--- config.mk ---
export PLATFORM = sky130hd
export DESIGN_NAME = key_event_decoder
export DESIGN_NICKNAME = d
export VERILOG_FILES = /design/src/rtl/key_evt_pkg.sv /design/src/rtl/ms_tick_gen.sv /design/src/rtl/key_event_decoder.sv
export SDC_FILE = /design/constraint.sdc
export NUM_CORES = 1
export LEC_CHECK = 0
export ABC_AREA = 1
export BUFFER_PORTS_ARGS = -buffer_cell sky130_fd_sc_hd__buf_2
export CORE_ASPECT_RATIO = 1.25
export CORE_MARGIN = 4
export CORE_UTILIZATION = 55
export DETAILED_ROUTE_END_ITERATION = 8
export PLACE_DENSITY = 0.72
export SYNTH_ARGS = -nofsm -noshare
export SYNTH_HDL_FRONTEND = slang
export SYNTH_SLANG_ARGS = --single-unit
--- constraint.sdc ---
create_clock -name clk -period 3 [get_ports clk]
set_clock_uncertainty 0.1 [all_clocks]
set_input_delay 0.6 -clock clk [delete_from_list [all_inputs] [get_ports clk]]
set_output_delay 0.6 -clock clk [all_outputs]
set_load 0.01 [all_outputs]
--- src/rtl/key_evt_pkg.sv ---
// Shared types for the key gesture decoder: event codes, FSM states and
// the width of the millisecond counter.
package key_evt_pkg;

  localparam int MS_CNT_W = 16;

  typedef enum logic [2:0] {
    EVT_NONE   = 3'd0,
    EVT_SHORT  = 3'd1,
    EVT_DOUBLE = 3'd2,
    EVT_LONG   = 3'd3,
    EVT_REPEAT = 3'd4
  } evt_code_t;

  typedef enum logic [2:0] {
    IDLE,
    PRESS1,
    HOLD,
    WAIT2,
    PRESS2
  } kstate_t;

  function automatic logic is_event(input evt_code_t code);
    return code != EVT_NONE;
  endfunction

endpackage

--- src/rtl/ms_tick_gen.sv ---
// Free-running prescaler producing a one-cycle tick enable every
// F_CLK/F_TICK clock cycles; shared by the KeyScan timing blocks.
module ms_tick_gen #(
  parameter int F_CLK  = 50000000,
  parameter int F_TICK = 1000
) (
  input  logic clk,
  input  logic rst_n,
  output logic tick
);

  localparam int DIV = F_CLK / F_TICK;
  localparam int CW  = (DIV > 2) ? $clog2(DIV) : 1;
  localparam logic [CW-1:0] LAST = CW'(DIV - 1);

  if (DIV < 2) begin : g_bad_div
    $error("ms_tick_gen: F_CLK/F_TICK must be at least 2");
  end

  logic [CW-1:0] cnt;

  always_ff @(posedge clk or negedge rst_n) begin
    if (!rst_n) begin
      cnt <= '0;
    end else if (cnt == LAST) begin
      cnt <= '0;
    end else begin
      cnt <= cnt + CW'(1);
    end
  end

  assign tick = (cnt == LAST);

endmodule

--- src/rtl/key_event_decoder.sv ---
// Classifies the debounced key level into SHORT / DOUBLE / LONG / REPEAT
// gestures and hands them out one at a time through a valid/ready register.
//
// state  | meaning
// IDLE   | key released, no gesture in progress
// PRESS1 | first press held, timing towards LONG
// HOLD   | LONG issued, key still held, issuing REPEAT periodically
// WAIT2  | first press released, waiting for a second press
// PRESS2 | second press held, DOUBLE goes out on release
module key_event_decoder
  import key_evt_pkg::*;
#(
  parameter int F_CLK     = 50000000,
  parameter int F_TICK    = 1000,
  parameter int LONG_MS   = 1000,
  parameter int DCLICK_MS = 250,
  parameter int REPEAT_MS = 100
) (
  input  logic       clk,
  input  logic       rst_n,
  input  logic       key_state,
  input  logic       evt_ready,
  input  logic       ovf_clr,
  output logic       evt_valid,
  output logic [2:0] evt_code,
  output logic       key_pressed,
  output logic       ovf
);

  if (LONG_MS < 1 || LONG_MS > 65535) begin : g_bad_long
    $error("key_event_decoder: LONG_MS out of range");
  end
  if (DCLICK_MS < 1 || DCLICK_MS > 65535) begin : g_bad_dclick
    $error("key_event_decoder: DCLICK_MS out of range");
  end
  if (REPEAT_MS < 1 || REPEAT_MS > 65535) begin : g_bad_repeat
    $error("key_event_decoder: REPEAT_MS out of range");
  end

  localparam logic [MS_CNT_W-1:0] LONG_TC   = MS_CNT_W'(LONG_MS - 1);
  localparam logic [MS_CNT_W-1:0] DCLICK_TC = MS_CNT_W'(DCLICK_MS - 1);
  localparam logic [MS_CNT_W-1:0] REPEAT_TC = MS_CNT_W'(REPEAT_MS - 1);

  // key_state is asynchronous; key_s3 only serves the edge detector
  logic key_s1, key_s2, key_s3;

  always_ff @(posedge clk or negedge rst_n) begin
    if (!rst_n) begin
      key_s1 <= 1'b1;
      key_s2 <= 1'b1;
      key_s3 <= 1'b1;
    end else begin
      key_s1 <= key_state;
      key_s2 <= key_s1;
      key_s3 <= key_s2;
    end
  end

  logic key_press, key_rel;
  assign key_press   = key_s3 & ~key_s2;
  assign key_rel     = ~key_s3 & key_s2;
  assign key_pressed = ~key_s2;

  logic tick;

  ms_tick_gen #(
    .F_CLK  (F_CLK),
    .F_TICK (F_TICK)
  ) u_tick (
    .clk   (clk),
    .rst_n (rst_n),
    .tick  (tick)
  );

  kstate_t              state, state_nxt;
  evt_code_t            emit;
  logic                 cnt_clr;
  logic [MS_CNT_W-1:0]  ms_cnt;

  // key edges are checked before the tick so they win a same-cycle collision
  always_comb begin
    state_nxt = state;
    emit      = EVT_NONE;
    cnt_clr   = 1'b0;
    unique case (state)
      IDLE: begin
        if (key_press) state_nxt = PRESS1;
      end
      PRESS1: begin
        if (key_rel) begin
          state_nxt = WAIT2;
        end else if (tick && ms_cnt == LONG_TC) begin
          emit      = EVT_LONG;
          state_nxt = HOLD;
        end
      end
      HOLD: begin
        if (key_rel) begin
          state_nxt = IDLE;
        end else if (tick && ms_cnt == REPEAT_TC) begin
          emit    = EVT_REPEAT;
          cnt_clr = 1'b1;
        end
      end
      WAIT2: begin
        if (key_press) begin
          state_nxt = PRESS2;
        end else if (tick && ms_cnt == DCLICK_TC) begin
          emit      = EVT_SHORT;
          state_nxt = IDLE;
        end
      end
      PRESS2: begin
        if (key_rel) begin
          emit      = EVT_DOUBLE;
          state_nxt = IDLE;
        end
      end
      default: state_nxt = IDLE;
    endcase
  end

  logic emit_v, hshk, drop;
  assign emit_v = is_event(emit);
  assign hshk   = evt_valid & evt_ready;
  assign drop   = emit_v & evt_valid & ~evt_ready;

  always_ff @(posedge clk or negedge rst_n) begin
    if (!rst_n) begin
      state     <= IDLE;
      ms_cnt    <= '0;
      evt_valid <= 1'b0;
      evt_code  <= EVT_NONE;
      ovf       <= 1'b0;
    end else begin
      state <= state_nxt;

      if (state_nxt != state || cnt_clr) begin
        ms_cnt <= '0;
      end else if (tick && ms_cnt != {MS_CNT_W{1'b1}}) begin
        ms_cnt <= ms_cnt + MS_CNT_W'(1);
      end

      // a held event is never overwritten; a new one is dropped instead
      if (emit_v && (!evt_valid || evt_ready)) begin
        evt_valid <= 1'b1;
        evt_code  <= emit;
      end else if (hshk) begin
        evt_valid <= 1'b0;
        evt_code  <= EVT_NONE;
      end

      if (drop) begin
        ovf <= 1'b1;
      end else if (ovf_clr) begin
        ovf <= 1'b0;
      end
    end
  end

endmodule
# Yosys cells after proc, flatten, opt, wreduce, memory -nomap -nowiden
# Cells that the tools add are included.
# classes
n_addsub	2
eq_ne	10
mux	27
bitwise	8
reduce_logical	14
# op_table
operator	n
2-to-1 mux 16 bit	3
adder 16 x 1 -> 16 bit, second input constant	2
2-to-1 mux 3 bit	10
one-hot mux 3 bit (4 select lines)	2
equality test 16 x 10 -> 1 bit, second input constant	1
equality test 16 bit, second input constant	1
equality test 16 x 7 -> 1 bit, second input constant	1
equality test 16 x 8 -> 1 bit, second input constant	1
inequality test 16 bit, second input constant	1
2-to-1 mux 1 bit	9
equality test 3 x 2 -> 1 bit, second input constant	2
2-to-1 mux 2 bit	3
nonzero test 2 bit	3
bitwise AND 1 bit	5
logical AND 1 bit	5
equality test 3 x 1 -> 1 bit, second input constant	1
equality test 3 bit, second input constant	1
logical NOT 3 bit	1
inequality test 3 bit	1
NOT 1 bit	3
nonzero test 3 bit	1
logical OR 1 bit	2
OR reduction 2 bit	1
logical NOT 1 bit	1
# totals
register_bits	43
in_bits	5
word_cells	70

# Logic depth before layout (Yosys ltp)
# Gate-level depths: netlist of the first run.
# depth
ltp_word	9
ltp_mapped	13

# By module
# A second synthesis of the first run with hierarchy kept.
# hier_totals
cells_unflattened	344
hier_area_um2	2551.2
# modules_own_cells
mod	instances	cells_each	area_per_inst_um2	seq_area_each_um2
key_event_decoder	1	223	1674.1	679.4
ms_tick_gen	1	121	877.1	400.4

# Least setup slack after synthesis of the first run
# No wires, ideal clock.
# synth_path
kind	reg-to-reg
startpoint	register ms_cnt[0]
endpoint	register ms_cnt[2]
arrival_time_ns	1.691
required_time_ns	2.820
slack_ns	1.129
path_stages_with_launch	14
n_path_buf	1
path_cell_list	dfrtp_1 > ha_1 > nand2_1 > nor2_1 > nand2_1 > nor2_2 > nand2_1 > nand2_1 > nand2_2 > inv_1 > nor2_1 > nand2_4 > buf_8 > nor3_2
# synth_between
elab_chain_len	8
# synth_rtl
element	line	source
start, declared	key_event_decoder.sv:78	logic [MS_CNT_W-1:0] ms_cnt;
start signal, assigned	key_event_decoder.sv:141	ms_cnt <= ms_cnt + MS_CNT_W'(1);
equality test 16 x 8 -> 1 bit / equality test 16 x 10 -> 1 bit (equally long branches)	key_event_decoder.sv:108, key_event_decoder.sv:92	
logical AND 1 bit (on tied branches)	key_event_decoder.sv:108, key_event_decoder.sv:92	
2-to-1 mux 3 bit (on tied branches)	key_event_decoder.sv:108, key_event_decoder.sv:92	
2-to-1 mux 3 bit (on tied branches)	key_event_decoder.sv:106, key_event_decoder.sv:90	
one-hot mux 3 bit (4 select lines)	key_event_decoder.sv:85	unique case (state)
inequality test 3 bit	key_event_decoder.sv:138	if (state_nxt != state || cnt_clr) begin
logical OR 1 bit	key_event_decoder.sv:138	
2-to-1 mux 16 bit / nonzero test 2 bit (equally long branches)	--	
# Parallel ways exist; a longest one is shown, timed or not. The select of a mux whose other input is x is not followed.
# A chain may end at the register's enable or synchronous reset.

# Worst setup path in the final report of the first run
# layout_path
startpoint	register u_tick.cnt[0]
endpoint	register ms_cnt[0]
# layout_between
elab_chain_len	8
# layout_rtl
element	line	source
start, declared	ms_tick_gen.sv:20	logic [CW-1:0] cnt;
start signal, assigned	ms_tick_gen.sv:28	cnt <= cnt + CW'(1);
equality test 16 bit (*)	ms_tick_gen.sv:32	assign tick = (cnt == LAST);
logical AND 1 bit (on tied branches)	key_event_decoder.sv:108, key_event_decoder.sv:92	
2-to-1 mux 3 bit (on tied branches)	key_event_decoder.sv:108, key_event_decoder.sv:92	
2-to-1 mux 3 bit (on tied branches)	key_event_decoder.sv:106, key_event_decoder.sv:90	
one-hot mux 3 bit (4 select lines)	key_event_decoder.sv:85	
inequality test 3 bit	key_event_decoder.sv:138	
logical OR 1 bit	key_event_decoder.sv:138	
2-to-1 mux 16 bit / nonzero test 2 bit (equally long branches)	--	
# Every way passes the cells marked *; elsewhere a longest branch is shown, timed or not.

==> flow_summary.toml, run 1 <==
[run_status]
status = "finished clean"

[worst_hold_path]
hold_depth = 0
hold_start = "key_s1"
min_to = "key_s2"
timing.hold.worst.class = "reg2reg"

[place]
hpwl_um = 3977
port_buffers = 10
gp_congestion = 0.8784

[global_route]
grt_antenna_before_repair = 0
grt_pass1_wl_um = 9680
grt_max_degree = 44
grt_pass1_vias = 2312
gr-total-overflow = 0
grt_use_total = 0.1952

[power_and_ir_drop]
switchingPower_uw = 373.3
seqPwrFrac = 0.525
clkPwrFrac = 0.308
power.density_nw_per_um2 = 411.3
p_sw_frac = 0.3170
p_int_uw = 804.1
power.leakage_uw = 0.001356
combPwrFrac = 0.167
worst_ir_drop_vdd_mv = 0.2829

[sta]
hold_viol_final = 0
finalSetupViolCount = 0
rsz0062_at_grt = "no"
fmax_ghz = 0.4541
tightest_slew_ps = 927.7
min_period_ps = 2202
slew_headroom = 0.3815
drv_slew = 0
min_period_over_period = 0.7341
final.setup.tns_ps = 0

[drt]
drc = 0
drt_iter0_drc = 156
drt_wl_total_um = 5382
vias = 2328
drtPass1Iterations = 4
wire_per_inst_um = 12.01
drtAntennaViolNets = 0
drt-vias-per-instance = 5.196

[clocking]
clock_sinks = 43
post_cts_buffers = 0
clk_pin_slew_worst_paths_ps = 80
postCtsHoldBufs = 0
numCtsBuffers = 5
clk_path_buf_depth = 2
clock-root-buffer = "clkbuf_8"
postCtsResizedCells = 0
cts_tree = "done"
htree_levels = 2
clk-insertion-delay-late_ps = 300

[worst_setup_path]
cpPeakStageDelay_ps = 390
cpMaxStageDelayCell = "dfrtp_1"
cp_cell_sequence = "ha_1, nand3_1, clkinv_1, nand2_1, nor2_2, buf_4, nand2_1, a21boi_1, nand3_1, nand2_2, nor3_1"
worst-setup-path-type = "reg2reg"
start_kind = "register"
cp.required_ps = 3060
r2r_end = "ms_cnt[0]"
crit_arrival_ps = 2270
worstPathMaxFanout = 16
r2r_start = "u_tick.cnt[0]"
r2r_slack_ps = 800
cp-end-kind = "register"
reg2reg_depth = 11

[die]
die_x_um = 70.64
die-area_um2 = 6096
io_pins = 11
start_util = 0.5704
fp.dieH_um = 86.30
num_rows = 28
design.core.area_um2 = 4730

[yosys]
yosysTopAreaCell = "dfrtp_1"
yosysMostFrequentCell = "nand2_1"
synth_top_area_share = 0.3711
synth_ff_type = "dfrtp_1"
synth_edf_count = 0
synth-warning-count = 0
synth.cell_area_um2 = 2698
ys_top_cells_by_area = "dfrtp_1 37%, nand2_1 14%, inv_1 7.0%"
synthTopCellsByCount = "104 x nand2_1, 50 x inv_1, 50 x nor2_1"
synth_cell_type_count = 29
syn_area_per_cell_um2 = 7.213
syn_inst = 374
syn_nets = 382
ys_seq_area_frac = 0.4003
synth-seq-cells = 43
async_flop_share = 1.000

[layout]
nNetsFinal = 395
fillerInstances = 439
utilization = 0.6053
syn_to_final_growth_pct = 6.123
post_route_cells_drive_above_1_share = 0.1340
antenna_cells = 0

[flow_run]
drv_cap = 0
## worst max-delay path, delay by kind of cell (launching register included)
family                     cells  cell delay (ps)
adders and majority gates      1              190
buffers and inverters          2              270
DFF                            1              390
AOI/OAI and AO/OA              1              170
and+or+nand+nor                7              930
## cells in the final DEF (no fill, tap or decap), drive strengths merged, types with 2 or more instances in the layout
master / Yosys / final
inv: 54 / 54
dfstp: 3 / 3
a31oi: 2 / 2
ha: 3 / 3
nor2: 59 / 59
nand4: 16 / 16
a21oi: 3 / 3
o21ai: 5 / 5
buf: 5 / 11
nand2: 110 / 110
nor3: 26 / 26
xnor2: 2 / 2
dfrtp: 40 / 40
clkinv: 1 / 2
nand3: 34 / 34
xor2: 8 / 8
clkbuf: 0 / 6
## sequential cells by signal, indices dropped and copies added, names as in the netlist
signal and cells:
ovf 1, key_s3 1, key_s2 1, ms_cnt 16, evt_valid 1, evt_code 3
state 3, key_s1 1, u_tick.cnt 16
## routing by layer
metal / vias up / routed length [µm] / GRT usage
met5: - / 0 / 0
met4: 0 / 102 / 0.08718
met3: 11 / 132 / 0.03712
met2: 31 / 2719 / 0.3407
met1: 1078 / 2429 / 0.2332
li1: 1208 / - / -
## how the worst max path moves through the flow
stage | start | to | slack (ps) | depth (start not counted)
floorplan | ms_cnt[0] | ms_cnt[2] | 1130 | 13
global placement | u_tick.cnt[0] | ms_cnt[12] | 880 | 11
detailed placement | u_tick.cnt[0] | ms_cnt[12] | 810 | 11
CTS | u_tick.cnt[0] | ms_cnt[12] | 780 | 13
global route | u_tick.cnt[0] | ms_cnt[0] | 520 | 13
finish | u_tick.cnt[0] | ms_cnt[0] | 800 | 11
## final cells by class
type                    count  area (µm²)  share of cell area
clock buffers               6       72.57             0.02535
repair buffers             11       57.56             0.02010
multi-input cells         271        1359              0.4746
inverters                  55       206.4             0.07212
clock inverters             2       12.51            0.004371
well taps                  60       75.07             0.02622
flip-flops and latches     43        1080              0.3772
## power groups by stage
stage,clock network (µW),registers [µW],logic [µW]
floorplan,0,628,192
global placement,0,629,200
detailed placement,0,629,202
CTS,374,618,202
global route,398,622,227
finish,362,618,197
## cell families after synthesis
group	after synthesis	share of synthesized area
xor gates and xnor gates	10	0.03247
DFF	43	0.4003
adders and majority gates	3	0.01392
buffers and inverters	60	0.09601
AOI/OAI and AO/OA	12	0.02551
and+or+nand+nor	246	0.4318
## stage by stage
stage / total power [µW] / std cells / setup WS [ps] / cell area (µm²) / hold slack (ps)
detailed placement: 831.0 / 440 / 805.6 / 2778 / 247.5
CTS: 1194 / 448 / 782.7 / 2863 / 259.5
finish: 1177 / 448 / 797.6 / 2863 / 259.0
global placement: 829.0 / 440 / 878.8 / 2778 / 246.0
floorplan: 819.5 / 374 / 1129 / 2698 / 204.4
global route: 1246 / 448 / 519.2 / 2863 / 268.5
Note: power is estimated with default switching activity, not from simulation.
==> run 2: changes to the inputs <==
--- a/config.mk
+++ b/config.mk
@@ -5,13 +5,13 @@
 export SDC_FILE = /design/constraint.sdc
 export NUM_CORES = 1
 export LEC_CHECK = 0
-export ABC_AREA = 1
+export ABC_AREA = 0
 export BUFFER_PORTS_ARGS = -buffer_cell sky130_fd_sc_hd__buf_2
 export CORE_ASPECT_RATIO = 1.25
 export CORE_MARGIN = 4
 export CORE_UTILIZATION = 55
 export DETAILED_ROUTE_END_ITERATION = 8
-export PLACE_DENSITY = 0.72
+export PLACE_DENSITY = 0.75
 export SYNTH_ARGS = -nofsm -noshare
 export SYNTH_HDL_FRONTEND = slang
 export SYNTH_SLANG_ARGS = --single-unit
==> constraint.sdc (replaced) <==
create_clock -name clk -period 1.8 [get_ports clk]
set_clock_uncertainty 0.1 [all_clocks]
set_input_delay 0.36 -clock clk [delete_from_list [all_inputs] [get_ports clk]]
set_output_delay 0.36 -clock clk [all_outputs]
set_load 0.01 [all_outputs]
==> run 2 against run 1 <==
Against the previous run: the run now ends with negative setup slack left; hold slack got worse by 190 ps; register-to-register slack got worse by 1200 ps; cell area increased by 13%; wire length increased by 10%; via count decreased by 7.0%; count of clock-buffer cells in the layout unchanged; highest routed layer unchanged.
==> flow_summary.toml, run 2 <==
[clocking]
htree_levels = 2
clk_pin_slew_worst_paths_ps = 80
numCtsBuffers = 5
clk_path_buf_depth = 2
clock_sinks = 43
clock-root-buffer = "clkbuf_8"
cts_tree = "done"
clk-insertion-delay-late_ps = 300

[yosys]
syn_area_per_cell_um2 = 9.689
synthTopCellsByCount = "40 x dfrtp_1, 24 x nor3_1, 23 x nor2_1"
yosysTopAreaCell = "dfrtp_1"
ys_seq_area_frac = 0.4530
async_flop_share = 1.000
synth-warning-count = 0
syn_nets = 254
synth_cell_type_count = 48
ys_top_cells_by_area = "dfrtp_1 42%, xnor2_1 5.5%, nor3_1 5.0%"
synth_edf_count = 0
yosysMostFrequentCell = "dfrtp_1"
synth_ff_type = "dfrtp_1"
synth.cell_area_um2 = 2384
synth-seq-cells = 43
synth_top_area_share = 0.4199
syn_inst = 246

[power_and_ir_drop]
power.density_nw_per_um2 = 805.4
power.leakage_uw = 0.001427
worst_ir_drop_vdd_mv = 0.8116

[place]
hpwl_um = 4172
gp_congestion = 0.8537
port_buffers = 10
place_inst = 368
place_area_um2 = 3019

[worst_setup_path]
cp.required_ps = 1880
r2r_start = "ms_cnt[1]"
start_kind = "register"
cpMaxStageDelayCell = "dfrtp_1"
reg2reg_depth = 9
worst-setup-path-type = "reg2reg"
crit_arrival_ps = 2250
cpPeakStageDelay_ps = 420
cp_cell_sequence = "inv_1, ha_1, nor4bb_1, nand4_1, nand2_1, o311ai_2, o211ai_2, buf_12, nor3_1"
crit_path_end = "ms_cnt[12]"
r2r_end = "ms_cnt[12]"
cp-startpoint = "ms_cnt[1]"
worstPathMaxFanout = 16
cp-end-kind = "register"
r2r_slack_ps = -380

[layout]
stdcell_area_um2 = 3243
syn_to_final_growth_pct = 36.06
post_route_cells_drive_above_1_share = 0.3834
reg_top3 = "ms_cnt: 16 flops, u_tick.cnt: 16 flops"
nNetsFinal = 333
final_cells = 382
most-common-layout-cells = "65 x buf_4, 40 x dfrtp_1, 23 x nor2_1, 21 x nand2_1, 15 x xnor2_1"
final_common_cell = "buf_4"
antenna_cells = 0

[sta]
min_period_ps = 2176
final.setup.tns_ps = -6885
hold_viol_final = 0
fmax_ghz = 0.4596
rsz0062_at_grt = "yes"
slew_headroom = 0.6956
layout_setup_ws_ps = -375.8
holdWs_ps = 65.36
tightest_slew_ps = 456.7
finalSetupViolCount = 22
drv_slew = 0
min_period_over_period = 1.209

[drt]
drtPass1Iterations = 4
wire_per_inst_um = 15.51
drt-vias-per-instance = 5.668
wl_met2_um = 3229
top_layer = "met4"
drc = 0
drtAntennaViolNets = 0
vias = 2165
drt_iter0_drc = 117
drt_wl_total_um = 5926
wl_met1_um = 2286
wl_met3_um = 197

[die]
num_rows = 26
start_util = 0.5769
design.core.area_um2 = 4131
fp.dieH_um = 81.60
die-area_um2 = 5457
io_pins = 11
die_x_um = 66.88

[worst_hold_path]
timing.hold.worst.class = "in2reg"

[global_route]
grt_pass1_wl_um = 9956
grt_antenna_before_repair = 0
grt_pass1_vias = 2272
gr-total-overflow = 0
grt_max_degree = 26
grt_use_total = 0.2426

[flow_run]
drv_cap = 0

[run_status]
status = "finished, violations left"
violations = "negative setup slack"
==> run 2: cell types whose count changed after synthesis, moves of 5 or more <==
cell,previous run,this run
inv_1,50,7
nand2_1,104,21
nand3_1,33,13
nor2_1,50,23
nor2_2,5,0
nor3_1,16,24
nor3_2,10,0
o21ai_0,5,10
xnor2_1,2,15
==> run 2: how the worst min path moves through the flow <==
stage,depth (start not counted),to,slack [ps],startpoint
after floorplan,0,evt_code[0],-40,rst_n
after global placement,1,u_tick.cnt[10],230,rst_n
after detailed placement,1,u_tick.cnt[10],230,rst_n
after CTS,1,key_s1,60,key_state
after global routing,1,key_s1,50,key_state
final,1,key_s1,70,key_state
==> run 2: cell type report <==
cell class	instances	area [µm²]
inverter	8	30.03
timing repair buffer	80	619.3
tap	56	70.07
clock inverter	2	35.03
clock buffer	6	82.58
fill	266	888.4
sequential	43	1080
multi-input combinational	187	1326
==> run 2: power by group <==
group          internal [µW]  switching (µW)  leakage (µW)
clock network            449             334     0.0000612
logic                    348             429      0.000799
registers               1020            37.7      0.000567
==> run 2: logic make-up (layout without fill, tap and decap cells) <==
| group | Yosys count | after routing | share of synthesized area |
|---|---|---|---|
| and+or+nand+nor | 127 | 127 | 0.3045 |
| DFF | 43 | 43 | 0.4530 |
| AOI/OAI and AO/OA | 30 | 30 | 0.08662 |
| xor gates and xnor gates | 26 | 26 | 0.09554 |
| buffers and inverters | 16 | 96 | 0.04041 |
| adders and majority gates | 3 | 3 | 0.01575 |
| muxes | 1 | 1 | 0.004200 |
==> run 2: what timing repair did <==
action                                  in CTS  in global routing
buffers inserted                             3                  2
pin swaps                                   10                  5
hold buffers                                 1                  0
endpoints found under the setup margin      23                 24
gates resized for setup                      7                  7
hold endpoints to repair                    18                  0
==> run 2: critical path, delay by kind of cell, from the launching register on <==
kind | cells | cell delay [ps]
AO/OA/AOI/OAI | 2 | 350
buffers and inverters | 2 | 260
flip-flops | 1 | 420
AND/OR/NAND/NOR | 4 | 770
adder cells (fa/ha/maj) | 1 | 150
==> run 2: per-layer routing <==
layer | track usage | up-vias
li1 | - | 1044
met1 | 0.2678 | 1044
met2 | 0.4435 | 56
met3 | 0.03557 | 21
met4 | 0.1278 | 0
met5 | 0 | -
==> run 2: stage by stage <==
step | total power (µW) | util | setup WS [ps]
4_1_cts | 2624 | 0.7744 | -359.7
6_report | 2612 | 0.7850 | -375.8
3_5_place_dp | 1837 | 0.7308 | -470.0
2_1_floorplan | 1552 | - | -277.8
5_1_grt | 2749 | 0.7850 | -459.3
3_3_place_gp | 1829 | 0.7308 | -321.4
